<file path="config.mk">
export PLATFORM = sky130hd
export DESIGN_NAME = rv32i_mem_arbiter
export DESIGN_NICKNAME = d
export VERILOG_FILES = /design/src/rtl/rv32i_mem_arbiter.sv
export SDC_FILE = /design/constraint.sdc
export NUM_CORES = 1
export LEC_CHECK = 0
export BUFFER_PORTS_ARGS = -buffer_cell sky130_fd_sc_hd__buf_2
export CAP_MARGIN = 5
export CORE_UTILIZATION = 50
export DETAILED_ROUTE_END_ITERATION = 8
export MAX_ROUTING_LAYER = met4
export PLACE_DENSITY = 0.85
export SLEW_MARGIN = 5
export SYNTH_ARGS = -nofsm -noshare
export SYNTH_HDL_FRONTEND = slang
export SYNTH_SLANG_ARGS = --single-unit
</file>
<file path="constraint.sdc">
create_clock -name clk -period 8.99 [get_ports clk]
set_input_delay 0.4495 -clock clk [delete_from_list [all_inputs] [get_ports clk]]
set_output_delay 0.4495 -clock clk [all_outputs]
set_load 0.05 [all_outputs]
</file>
<file path="src/rtl/rv32i_mem_arbiter.sv">
// Arbiter sharing one single-port memory bus between the rv32i instruction and data ports.
// Each port owns a one-deep request slot. Its busy flag is the slot-valid bit.
module rv32i_mem_arbiter #(
  parameter bit D_PRIO = 1'b1
) (
  input  logic        clk,
  input  logic        rst,
  input  logic [31:0] i_addr,
  input  logic        i_rstrb,
  output logic [31:0] i_rdata,
  output logic        i_rbusy,
  input  logic [31:0] d_addr,
  input  logic [31:0] d_wdata,
  input  logic [3:0]  d_wmask,
  input  logic        d_wstrb,
  input  logic        d_rstrb,
  output logic [31:0] d_rdata,
  output logic        d_rbusy,
  output logic        d_wbusy,
  output logic [31:0] m_addr,
  output logic [31:0] m_wdata,
  output logic [3:0]  m_wmask,
  output logic        m_wstrb,
  output logic        m_rstrb,
  input  logic [31:0] m_rdata,
  input  logic        m_busy,
  output logic        proto_err
);

  typedef enum logic [1:0] {IDLE, ISSUE, WAIT} state_t;

  state_t      state;
  logic [31:0] i_addr_q, d_addr_q, d_wdata_q;
  logic [3:0]  d_wmask_q;
  logic        cur_d, rr_last_i;
  logic        d_pend, other_pend, launch, grant_d, grant_wr;

  always_comb begin
    d_pend     = d_rbusy | d_wbusy;
    other_pend = cur_d ? i_rbusy : d_pend;
    launch     = 1'b0;
    grant_d    = 1'b0;
    case (state)
      IDLE: begin
        launch  = i_rbusy | d_pend;
        grant_d = d_pend & (~i_rbusy | D_PRIO | rr_last_i);
      end
      // Completion cycle hands the bus straight to the other slot
      WAIT: begin
        launch  = ~m_busy & other_pend;
        grant_d = ~cur_d;
      end
      default: ;
    endcase
    grant_wr = grant_d & d_wbusy;
  end

  always_ff @(posedge clk or posedge rst) begin
    if (rst) begin
      state     <= IDLE;
      i_addr_q  <= '0;
      d_addr_q  <= '0;
      d_wdata_q <= '0;
      d_wmask_q <= '0;
      cur_d     <= 1'b0;
      rr_last_i <= 1'b0;
      i_rdata   <= '0;
      i_rbusy   <= 1'b0;
      d_rdata   <= '0;
      d_rbusy   <= 1'b0;
      d_wbusy   <= 1'b0;
      m_addr    <= '0;
      m_wdata   <= '0;
      m_wmask   <= '0;
      m_wstrb   <= 1'b0;
      m_rstrb   <= 1'b0;
      proto_err <= 1'b0;
    end else begin
      m_rstrb <= 1'b0;
      m_wstrb <= 1'b0;

      if (i_rstrb) begin
        if (i_rbusy) begin
          proto_err <= 1'b1;
        end else begin
          i_rbusy  <= 1'b1;
          i_addr_q <= i_addr;
        end
      end

      // A combined read+write strobe keeps only the write
      if (d_wstrb | d_rstrb) begin
        if (d_pend) begin
          proto_err <= 1'b1;
        end else begin
          d_addr_q  <= d_addr;
          d_wdata_q <= d_wdata;
          d_wmask_q <= d_wmask;
          d_wbusy   <= d_wstrb;
          d_rbusy   <= ~d_wstrb;
          if (d_wstrb & d_rstrb) proto_err <= 1'b1;
        end
      end

      case (state)
        IDLE:  if (launch) state <= ISSUE;
        ISSUE: state <= WAIT;
        WAIT: begin
          if (!m_busy) begin
            if (cur_d) begin
              if (d_rbusy) d_rdata <= m_rdata;
              d_rbusy <= 1'b0;
              d_wbusy <= 1'b0;
            end else begin
              i_rdata <= m_rdata;
              i_rbusy <= 1'b0;
            end
            state <= launch ? ISSUE : IDLE;
            if (!launch) begin
              m_addr  <= '0;
              m_wdata <= '0;
              m_wmask <= '0;
            end
          end
        end
        default: state <= IDLE;
      endcase

      if (launch) begin
        cur_d     <= grant_d;
        rr_last_i <= ~grant_d;
        m_addr    <= grant_d ? d_addr_q : i_addr_q;
        m_wdata   <= grant_wr ? d_wdata_q : '0;
        m_wmask   <= grant_wr ? d_wmask_q : '0;
        m_wstrb   <= grant_wr;
        m_rstrb   <= ~grant_wr;
      end
    end
  end

endmodule
</file>
==> metrics.txt <==
# TYPE chip_impl_metric gauge
chip_impl_metric{name="gr-total-overflow",unit=""} 0
chip_impl_metric{name="worst_hold_slack",unit="ps"} 81.2
chip_impl_metric{name="design.die.area",unit="sq um"} 19400
chip_impl_info{name="synth_top_area_cell",value="sky130_fd_sc_hd__dfrtp_1"} 1
chip_impl_metric{name="level_count_of_the_clock_h_tree",unit=""} 1
chip_impl_metric{name="syn_area_per_cell",unit="sq um"} 15.4
chip_impl_metric{name="crit_share_post_route",unit="%"} 25.9
chip_impl_metric{name="core_region_area",unit="sq um"} 18200
chip_impl_metric{name="actual_transition_at_the_worst_max_transition_pin",unit="ps"} 1130
chip_impl_metric{name="route.final.wire_length",unit="microns"} 21100
chip_impl_metric{name="cts_clock_pin_slew_for_the_worst_setup_and_hold_paths",unit="ps"} 60
chip_impl_metric{name="post_synth_top_area_share",unit="%"} 63.9
chip_impl_metric{name="timing.setup.tns",unit="ps"} 0
chip_impl_metric{name="clock_path_buffers",unit=""} 3
chip_impl_metric{name="detail_route.first_pass.iterations",unit=""} 4
chip_impl_info{name="grt_setup_unrepaired",value="no"} 1
chip_impl_metric{name="total_met2_wirelength_after_detailed_routing",unit="microns"} 10600
chip_impl_metric{name="reg2reg_setup_slack",unit="ps"} 6660
chip_impl_metric{name="first_global_vias",unit=""} 6393
chip_impl_metric{name="port_buffers",unit=""} 275
chip_impl_metric{name="groute.usage.overall",unit="%"} 22.7
chip_impl_metric{name="nNetsFinal",unit=""} 1023
chip_impl_metric{name="wire_length_of_the_first_global_routing_pass",unit="microns"} 34200
chip_impl_metric{name="area_growth_syn_to_layout",unit="%"} 24.8
chip_impl_metric{name="postCtsHoldBufs",unit=""} 0
chip_impl_metric{name="antennaDiodeCount",unit=""} 0
chip_impl_metric{name="number_of_buffers_inserted_during_clock_tree_synthesis",unit=""} 26
chip_impl_metric{name="timing.slew.headroom",unit="%"} 24.7
chip_impl_metric{name="drt_first_iter_violations",unit=""} 218
chip_impl_metric{name="final_layout_size_suffix_gt1_share",unit="%"} 54.7
chip_impl_metric{name="avgRoutedWirePerCell",unit="microns"} 18.6
chip_impl_metric{name="async_flop_share",unit="%"} 100
chip_impl_metric{name="ys_warn_count",unit=""} 0
chip_impl_metric{name="maximum_number_of_pins_on_one_net_before_global_route_repair",unit=""} 106
chip_impl_metric{name="filler_cell_count_in_the_final_layout",unit=""} 1345
chip_impl_metric{name="gp_congestion",unit=""} 0.773
chip_impl_info{name="top_signal_layer_used",value="met4"} 1
chip_impl_metric{name="fp.dieW",unit="microns"} 139
chip_impl_metric{name="drv_slew",unit=""} 0
chip_impl_metric{name="finClkSkew",unit="ps"} 6.17
chip_impl_metric{name="wl_met1",unit="microns"} 8620
chip_impl_metric{name="synth.net_count",unit=""} 750
chip_impl_info{name="critPathKind",value="flip-flop to flip-flop"} 1
chip_impl_metric{name="ys_seq_elements",unit=""} 241
chip_impl_info{name="top_area_cells_in_the_synthesized_netlist",value="sky130_fd_sc_hd__dfrtp_1 64%, sky130_fd_sc_hd__mux2_2 16%, sky130_fd_sc_hd__mux2_4 4.8%"} 1
chip_impl_metric{name="floorplan.die.height",unit="microns"} 139
chip_impl_metric{name="design.portCount",unit=""} 276
chip_impl_metric{name="post_cts_resize_count",unit=""} 0
chip_impl_info{name="endpoint_of_the_most_critical_register_to_register_path",value="d_rdata[11]"} 1
chip_impl_metric{name="routed-via-count",unit=""} 6075
chip_impl_metric{name="detailed_place.area",unit="sq um"} 10900
chip_impl_metric{name="rr_worst_depth",unit=""} 4
chip_impl_info{name="cts_root_buf",value="sky130_fd_sc_hd__clkbuf_16"} 1
chip_impl_metric{name="cts.sink_count",unit=""} 241
chip_impl_metric{name="initial_utilization",unit="%"} 51.8
chip_impl_metric{name="placementRows",unit=""} 49
chip_impl_metric{name="postRouteAntennaNets",unit=""} 0
chip_impl_info{name="critical_path.endpoint_type",value="flip-flop"} 1
chip_impl_metric{name="grt_antenna_before_repair",unit=""} 0
chip_impl_metric{name="post_dp_hpwl",unit="microns"} 13900
chip_impl_info{name="cts_tree",value="done"} 1
chip_impl_metric{name="finalCriticalPeriod",unit="ps"} 2330
chip_impl_metric{name="post_cts_setup_driven_buffer_insertion_count",unit=""} 0
chip_impl_metric{name="clock.fmax",unit="GHz"} 0.429
chip_impl_metric{name="synthesis.instances",unit=""} 612
chip_impl_metric{name="synth_sequential_area_ratio",unit="%"} 63.9
chip_impl_metric{name="worstPathMaxFanout",unit=""} 32
chip_impl_metric{name="synth.cell_area",unit="sq um"} 9430
chip_impl_info{name="run_status",value="finished clean"} 1
chip_impl_metric{name="required",unit="ps"} 9380
chip_impl_metric{name="finalSetupViolations",unit=""} 0
chip_impl_metric{name="max-cap-violations",unit=""} 0
chip_impl_metric{name="drc",unit=""} 0
chip_impl_info{name="ys_flop_type",value="sky130_fd_sc_hd__dfrtp_1"} 1
chip_impl_info{name="critical_path.reg2reg.startpoint",value="state[1]"} 1
chip_impl_metric{name="worst_skew_pair.late_latency",unit="ps"} 510
chip_impl_metric{name="design_area",unit="sq um"} 11800
chip_impl_metric{name="synth_cell_types",unit=""} 29
chip_impl_metric{name="via_density_per_instance",unit=""} 5.36
chip_impl_metric{name="finalHoldViolations",unit=""} 0
chip_impl_info{name="setup.worst_path.start_class",value="flip-flop"} 1
chip_impl_metric{name="wl_met3",unit="microns"} 1440
chip_impl_info{name="holdCritPathClass",value="input pin to asynchronous set/reset pin"} 1
chip_impl_metric{name="critical_path_arrival",unit="ps"} 2720
chip_impl_metric{name="synth-edff-count",unit=""} 0
flip-flops by register name (all words and copies together), names as in the netlist, 2 cells and up:
name / count
state: 2
d_rdata: 32
d_wmask_q: 4
d_wdata_q: 32
m_wdata: 32
i_addr_q: 32
m_wmask: 4
m_addr: 32
i_rdata: 32
d_addr_q: 32
critical path: stages, from the launching register on:
cell                      delay [ps]
sky130_fd_sc_hd__dfrtp_1         560
sky130_fd_sc_hd__nand2_1         180
sky130_fd_sc_hd__nor3_2          220
sky130_fd_sc_hd__nand2_2         670
sky130_fd_sc_hd__mux2_4          560
synth_stat cells (2+ instances only):
library cell / n
sky130_fd_sc_hd__o21ai_0: 6
sky130_fd_sc_hd__mux2_2: 131
sky130_fd_sc_hd__nor2b_1: 2
sky130_fd_sc_hd__nand2_1: 35
sky130_fd_sc_hd__clkbuf_2: 2
sky130_fd_sc_hd__nor2_1: 5
sky130_fd_sc_hd__o21ai_1: 30
sky130_fd_sc_hd__buf_4: 7
sky130_fd_sc_hd__mux2_4: 30
sky130_fd_sc_hd__dfrtp_1: 241
sky130_fd_sc_hd__buf_6: 9
sky130_fd_sc_hd__a22o_1: 36
sky130_fd_sc_hd__mux2i_1: 34
sky130_fd_sc_hd__a21oi_1: 5
sky130_fd_sc_hd__inv_1: 5
sky130_fd_sc_hd__buf_2: 19
sky130_fd_sc_hd__mux2_1: 3
area by class of cell:
| class | count | area [sq um] | area share [%] |
|---|---|---|---|
| flip-flops and latches | 241 | 6030 | 51.2 |
| multi-input cells | 327 | 3130 | 26.5 |
| repair buffers | 283 | 1440 | 12.2 |
| clock buffers | 37 | 753 | 6.40 |
| well taps | 229 | 287 | 2.43 |
| clock inverters | 11 | 114 | 0.967 |
| inverters | 6 | 30.0 | 0.255 |
layout by cell type, fill, tap and decap left out, types with 6 or more instances in the layout:
master                      netlist  layout
sky130_fd_sc_hd__buf_2           19     275
sky130_fd_sc_hd__clkinv_2         0       6
sky130_fd_sc_hd__mux2_4          30      30
sky130_fd_sc_hd__nand2_1         35      35
sky130_fd_sc_hd__o21ai_1         30      30
sky130_fd_sc_hd__clkbuf_1         1       6
sky130_fd_sc_hd__mux2i_1         34      34
sky130_fd_sc_hd__clkbuf_16        0      27
sky130_fd_sc_hd__buf_4            7       8
sky130_fd_sc_hd__dfrtp_1        241     241
sky130_fd_sc_hd__o21ai_0          6       6
sky130_fd_sc_hd__a22o_1          36      36
sky130_fd_sc_hd__mux2_2         131     131
routing by layer:
metal / vias up / GRT usage [%]
met5: - / -
met4: 0 / 6.08
met3: 39 / 4.92
met2: 217 / 37.8
met1: 3089 / 27.9
li1: 2730 / -
how the worst max path moves through the flow:
stage / start / end
CTS: state[1] / d_rdata[17]
global placement: state[1] / d_rdata[26]
floorplan: rst / cur_d
global route: state[1] / d_rdata[17]
finish: state[1] / d_rdata[11]
detailed placement: state[1] / d_rdata[25]
cells by family (layout without fill, tap and decap cells):
family                 Yosys count  count (layout)  synth area share [%]
flip-flops                     241             241                  63.9
multiplexers                   198             198                  24.4
AO/OA/AOI/OAI                   81              81                  6.22
AND/OR/NAND/NOR                 48              48                  2.45
buffers and inverters           44             337                  3.02
per-stage QoR:
stage | cells | setup slack [ps] | utilization [%]
3_3_place_gp | 1086 | 6830 | 59.9
4_1_cts | 1134 | 6680 | 64.7
5_1_grt | 1134 | 6530 | 64.7
3_5_place_dp | 1086 | 6720 | 59.9
6_report | 1134 | 6660 | 64.7
2_1_floorplan | 612 | 1920 | -
Power is not shown: default switching activity piles up to over one toggle a cycle in this logic, so the estimate is an artifact.
